**config.mk**
```make
export PLATFORM = sky130hd
export DESIGN_NAME = mm_port_arbiter
export DESIGN_NICKNAME = d
export VERILOG_FILES = /design/src/rtl/mm_arb_pkg.sv /design/src/rtl/mm_port_arbiter_rr.sv /design/src/rtl/mm_port_arbiter.sv
export SDC_FILE = /design/constraint.sdc
export NUM_CORES = 1
export LEC_CHECK = 0
export BUFFER_PORTS_ARGS = -buffer_cell sky130_fd_sc_hd__buf_2
export CORE_AREA = 3 3 135 137
export CTS_CLUSTER_SIZE = 25
export DETAILED_ROUTE_END_ITERATION = 10
export DIE_AREA = 0 0 138 140
export PLACE_DENSITY = 0.61
export SYNTH_ARGS = -nofsm -noshare
export SYNTH_HDL_FRONTEND = slang
export SYNTH_SLANG_ARGS = --single-unit
```
**constraint.sdc**
```tcl
create_clock -name clk -period 3.35 [get_ports clk]
set_clock_uncertainty 0.15 [all_clocks]
set_input_delay 0.67 -clock clk [delete_from_list [all_inputs] [get_ports clk]]
set_output_delay 0.67 -clock clk [all_outputs]
set_load 0.05 [all_outputs]
```
**src/rtl/mm_arb_pkg.sv**
```systemverilog
// Shared types and constants for the Avalon master port arbiter.
package mm_arb_pkg;

  typedef enum logic [2:0] {
    IDLE,
    W_GO,
    W_WAIT,
    R_GO,
    R_WAIT,
    R_ACK,
    DONE
  } state_t;

  // Returned as read data when the read master never answers
  localparam logic [31:0] BAD_READ = 32'hBAD1BAD1;

  localparam int DEF_TIMEOUT_CYCLES = 255;

endpackage

```
**src/rtl/mm_port_arbiter_rr.sv**
```systemverilog
// Round-robin pick starting after the last grant; combinational one-hot grant.
// last_grant advances only when update is high and a requester won.
module rr_arbiter #(
  parameter int NREQ = 2
) (
  input  logic            clk,
  input  logic            reset,
  input  logic [NREQ-1:0] req,
  input  logic            update,
  output logic [NREQ-1:0] grant
);

  localparam int IW = (NREQ > 1) ? $clog2(NREQ) : 1;

  logic [IW-1:0] last_grant;
  logic [IW-1:0] win_idx;
  logic [IW-1:0] ci;
  logic          found;
  int            cand;

  always_comb begin
    grant   = '0;
    win_idx = last_grant;
    found   = 1'b0;
    cand    = 0;
    ci      = '0;
    for (int k = 1; k <= NREQ; k++) begin
      cand = int'(last_grant) + k;
      if (cand >= NREQ) cand = cand - NREQ;
      ci = IW'(cand);
      if (!found && req[ci]) begin
        found     = 1'b1;
        grant[ci] = 1'b1;
        win_idx   = ci;
      end
    end
  end

  // Reset value makes requester 0 the first winner
  always_ff @(posedge clk or negedge reset) begin
    if (!reset) begin
      last_grant <= IW'(NREQ - 1);
    end else if (update && found) begin
      last_grant <= win_idx;
    end
  end

endmodule

```
**src/rtl/mm_port_arbiter.sv**
```systemverilog
// Shares one Avalon read and one write master among NREQ single-word requesters.
// Latency: write 3 cycles accept->rsp, read 4; stalls on buffer_full, aborts after TIMEOUT_CYCLES.
module mm_port_arbiter
  import mm_arb_pkg::*;
#(
  parameter int ADDRESSWIDTH    = 28,
  parameter int DATAWIDTH       = 32,
  parameter int BYTEENABLEWIDTH = 4,
  parameter int NREQ            = 2,
  parameter int TIMEOUT_CYCLES  = DEF_TIMEOUT_CYCLES
) (
  input  logic                         clk,
  input  logic                         reset,

  input  logic [NREQ-1:0]              req_valid,
  input  logic [NREQ-1:0]              req_write,
  input  logic [NREQ*ADDRESSWIDTH-1:0] req_addr,
  input  logic [NREQ*DATAWIDTH-1:0]    req_wdata,
  output logic [NREQ-1:0]              req_ready,
  output logic [NREQ-1:0]              rsp_valid,
  output logic                         rsp_err,
  output logic [DATAWIDTH-1:0]         rsp_rdata,
  output logic                         busy,

  input  logic                         write_control_done,
  input  logic                         write_user_buffer_full,
  output logic                         write_control_go,
  output logic                         write_user_write_buffer,
  output logic                         write_control_fixed_location,
  output logic [ADDRESSWIDTH-1:0]      write_control_write_base,
  output logic [ADDRESSWIDTH-1:0]      write_control_write_length,
  output logic [DATAWIDTH-1:0]         write_user_buffer_data,

  input  logic                         read_control_done,
  input  logic                         read_user_data_available,
  input  logic [DATAWIDTH-1:0]         read_user_buffer_output_data,
  output logic                         read_control_go,
  output logic                         read_user_read_buffer,
  output logic                         read_control_fixed_location,
  output logic [ADDRESSWIDTH-1:0]      read_control_read_base,
  output logic [ADDRESSWIDTH-1:0]      read_control_read_length
);

  localparam int CW = $clog2(TIMEOUT_CYCLES + 1);

  state_t                  state;
  logic [ADDRESSWIDTH-1:0] addr_q;
  logic [DATAWIDTH-1:0]    wdata_q;
  logic [NREQ-1:0]         owner_q;
  logic                    err_q;
  logic [CW-1:0]           wait_cnt;

  logic [NREQ-1:0]         arb_req;
  logic [NREQ-1:0]         grant;
  logic                    is_idle;
  logic                    timeout_hit;
  logic [ADDRESSWIDTH-1:0] sel_addr;
  logic [DATAWIDTH-1:0]    sel_wdata;
  logic                    sel_write;

  // Requests are only visible while idle and out of reset, so req_ready
  // can never pulse mid-transaction or during reset.
  assign is_idle = (state == IDLE);
  assign arb_req = req_valid & {NREQ{is_idle && reset}};

  rr_arbiter #(.NREQ(NREQ)) u_rr (
    .clk    (clk),
    .reset  (reset),
    .req    (arb_req),
    .update (is_idle),
    .grant  (grant)
  );

  always_comb begin
    sel_addr  = '0;
    sel_wdata = '0;
    sel_write = 1'b0;
    for (int i = 0; i < NREQ; i++) begin
      if (grant[i]) begin
        sel_addr  = req_addr[i*ADDRESSWIDTH +: ADDRESSWIDTH];
        sel_wdata = req_wdata[i*DATAWIDTH +: DATAWIDTH];
        sel_write = req_write[i];
      end
    end
  end

  // True on the TIMEOUT_CYCLES-th consecutive cycle without the awaited input
  assign timeout_hit = (wait_cnt == CW'(TIMEOUT_CYCLES - 1));

  always_ff @(posedge clk or negedge reset) begin
    if (!reset) begin
      state     <= IDLE;
      addr_q    <= '0;
      wdata_q   <= '0;
      owner_q   <= '0;
      err_q     <= 1'b0;
      wait_cnt  <= '0;
      rsp_rdata <= '0;
    end else begin
      case (state)
        IDLE: begin
          if (|grant) begin
            addr_q  <= sel_addr;
            wdata_q <= sel_wdata;
            owner_q <= grant;
            err_q   <= 1'b0;
            state   <= sel_write ? W_GO : R_GO;
          end
        end
        W_GO: begin
          if (!write_user_buffer_full) begin
            wait_cnt <= '0;
            state    <= W_WAIT;
          end
        end
        W_WAIT: begin
          if (write_control_done) begin
            state <= DONE;
          end else if (timeout_hit) begin
            err_q <= 1'b1;
            state <= DONE;
          end else begin
            wait_cnt <= wait_cnt + 1'b1;
          end
        end
        R_GO: begin
          wait_cnt <= '0;
          state    <= R_WAIT;
        end
        R_WAIT: begin
          if (read_control_done) begin
            wait_cnt <= '0;
            state    <= R_ACK;
          end else if (timeout_hit) begin
            err_q     <= 1'b1;
            rsp_rdata <= DATAWIDTH'(BAD_READ);
            state     <= DONE;
          end else begin
            wait_cnt <= wait_cnt + 1'b1;
          end
        end
        R_ACK: begin
          if (read_user_data_available) begin
            rsp_rdata <= read_user_buffer_output_data;
            state     <= DONE;
          end else if (timeout_hit) begin
            err_q     <= 1'b1;
            rsp_rdata <= DATAWIDTH'(BAD_READ);
            state     <= DONE;
          end else begin
            wait_cnt <= wait_cnt + 1'b1;
          end
        end
        DONE:    state <= IDLE;
        default: state <= IDLE;
      endcase
    end
  end

  assign req_ready = grant;
  assign busy      = !is_idle;
  assign rsp_valid = (state == DONE) ? owner_q : '0;
  assign rsp_err   = (state == DONE) && err_q;

  assign write_control_go             = (state == W_GO) && !write_user_buffer_full;
  assign write_user_write_buffer      = (state == W_GO) && !write_user_buffer_full;
  assign write_user_buffer_data       = wdata_q;
  assign write_control_fixed_location = 1'b1;
  assign write_control_write_base     = addr_q;
  assign write_control_write_length   = ADDRESSWIDTH'(BYTEENABLEWIDTH);

  assign read_control_go              = (state == R_GO);
  assign read_user_read_buffer        = (state == R_ACK) && read_user_data_available;
  assign read_control_fixed_location  = 1'b1;
  assign read_control_read_base       = addr_q;
  assign read_control_read_length     = ADDRESSWIDTH'(BYTEENABLEWIDTH);

endmodule

```
==> flow_summary.toml <==
[run_status]
status = "complete, no violations"

[drt]
avgViaCountPerCell = 4.56
routed_wirelength_mm = 15.6
wire_per_inst_um = 15.3
drt_iter0_drc = 189
vias = 4627
drc = 0
postRouteAntennaNets = 0
detailedRoute.firstPassIterationCount = 5

[logic_synthesis]
synth_top_area_share_pct = 49.3
ys.warnings.count = 0
synth_flop_cell = "dfrtp_1"
synth_top_cells_by_area = "dfrtp_1, buf_4, nand2_1, a22oi_1, o22a_1"
synthesis.instances = 535
async_flop_share_pct = 100
synth.cell_area_sq_um = 5380
ys_ff_latch = 107
synth.largest_area_cell = "dfrtp_1"
synthesis.area_per_instance_sq_um = 10.1
synth.yosys.seq_area_share_pct = 49.8
yosysUniqueCellTypes = 50
synth_enable_flop_cells = 0

[critical_path]
critical-path-max-stage-delay_ps = 580
worst_setup_path_type = "reg2out"
required_ps = 2530
critPathBufInv = 1
endpoint_kind = "output pin"
critical-path-slowest-cell = "dfrtp_1"
crit_path_cell_trace = "nor4b_2 -> and3_2 -> buf_2"
critical_path.top_delay_family = "simple AND/OR/NAND/NOR gates"
start_kind = "flop"
critical_path_arrival_ps = 2060
path_max_fanout = 18
slack_of_the_worst_reg_to_reg_path_ps = 920

[clock_network]
clock_tree.htree_level_count = 3
clock_sinks = 107
clock_path_buffers = 2
post_cts.repair.setup_buffers = 0
cts_tree = "yes"
post_cts_resized = 0
hold_buffers = 0
master_cell_of_the_clock_root_buffer = "clkbuf_16"
worst_setup_hold_path_clk_slew_ps = 90
worst_skew_pair.late_latency_ps = 350
cts-buffers-inserted = 9

[flow_run]
drv_cap = 0

[pwr]
pwr_density_cell_nw_per_um2 = 1150
total_power_uw = 7930
ir_worst_vdd_v = 0.000666
power_leakage_uw = 0.00380

[floorplan]
die_width_um = 138
fp.coreArea_sq_um = 17200
initial_core_util_pct = 31.3
die_outline_area_sq_um = 19300
boundaryPins = 350
core.rowCount = 48
die_h_um = 140

[global_routing]
vias_in_the_first_global_route = 4501
grt_start_max_net_pins = 64
grt_first_pass_wirelength_mm = 24.5
track_usage_pct = 15.5
number_of_antenna_violations_at_the_first_check_in_global_routing = 1
grt-ovfl-total = 0

[cells_and_area]
drive_above_1_share_pct = 41.3
area.growth.synth_to_final_pct = 28.4
final_net_count = 948
final_common_cell = "buf_2"
layout_common_cells = "buf_2, nand2_1, dfrtp_1, a22oi_1, conb_1"

[place]
dp_hpwl_mm = 11.7
detailedPlace.worstSlack_ps = 747
gp_routability_congestion = 0.865
io_buffers = 291

[sta]
timing.final.ws_setup_ps = 475
endpoints_failing_setup = 0
finalHoldWorstSlack_ps = 157
fin_crit_sh_pct = 85.8
unrepaired_setup_endpoints_after_global_routing = "false"
drv_slew = 0
final.min_clock_period_ps = 2880
report.final.hold_viol_count = 0
timing.slew.headroom_pct = 48.2
sum_neg_setup_slack_ps = 0
achievable-frequency_mhz = 348
transition_at_the_pin_with_the_smallest_max_transition_slack_ps = 777

[min_path]
worst_hold_class = "in2async"
[Yosys cell counts, types with 2 or more instances]
library cell	number
or3_1	2
o22a_1	24
inv_1	6
and4_1	2
a21o_1	2
nand3_1	4
ha_1	2
o21ai_0	3
and2_1	3
conb_1	2
a22oi_1	60
buf_2	6
a22o_1	14
a21oi_1	7
dfrtp_1	106
and3_1	7
a41oi_1	2
nand2b_1	2
a31oi_1	3
nand2_1	130
clkbuf_1	15
a21boi_0	2
buf_6	7
a32o_1	2
nor2_1	6
o2bb2ai_1	2
nor2b_1	3
buf_4	89
[power breakdown]
group | internal, uW | switching (uW)
combinational | 1080 | 3520
clock | 533 | 537
sequential | 1850 | 411
[cells by family after synthesis]
kind of cell | count (synthesis) | synth area share (%)
compound gates | 132 | 19.7
xor+xnor | 1 | 0.163
fa+ha+maj | 2 | 0.465
buf+inv | 123 | 15.9
flops | 107 | 49.8
other cells | 2 | 0.140
simple gates | 168 | 13.8
[final timing paths]
| kind | cells past startpoint | to | start |
|---|---|---|---|
| max in group asynchronous | 3 | write_user_buffer_data[0]$_DFFE_PN0P_ | reset |
| min | 2 | rsp_rdata[12]$_DFFE_PN0P_ | reset |
| max reg2reg | 5 | state[1]$_DFFE_PN0P_ | state[0]$_DFFE_PN0P_ |
| min in group clk | 1 | owner_q[0]$_DFFE_PN0P_ | owner_q[0]$_DFFE_PN0P_ |
| max | 3 | req_ready[1] | state[0]$_DFFE_PN0P_ |
| min reg2reg | 1 | owner_q[0]$_DFFE_PN0P_ | owner_q[0]$_DFFE_PN0P_ |
[sequential cells by signal (all words and copies together) (netlist names)]
| register | flops |
|---|---|
| rsp_rdata | 32 |
| write_user_buffer_data | 32 |
| read_control_read_base | 28 |
| wait_cnt | 8 |
| state | 3 |
| owner_q | 2 |
| err_q | 1 |
| u_rr.last_grant | 1 |
[layout make-up]
cell class | count | area, sq um
multi-input cells | 361 | 2070
flip-flops and latches | 107 | 2680
clock inverters | 7 | 85.1
diodes | 1 | 2.50
clock buffers | 9 | 225
well taps | 225 | 282
repair buffers | 299 | 1540
fillers | 1790 | 10300
inverters | 6 | 22.5
[layer usage]
layer / global-route usage [%] / routed length, um / share of wire, %
met1: 19.7 / 6510 / 42
met2: 25.2 / 7440 / 48
met3: 4.27 / 1220 / 7.9
met4: 6.24 / 395 / 2.5
met5: 0 / 0 / 0
[through the flow]
step                instances  utilization, %  cell area [sq um]
floorplan                 591               -               5590
global placement          998            38.4               6600
detailed placement        998            38.4               6600
CTS                      1014            40.2               6910
global route             1015            40.2               6910
finish                   1015            40.2               6910
(Power assumes the default switching activity.)
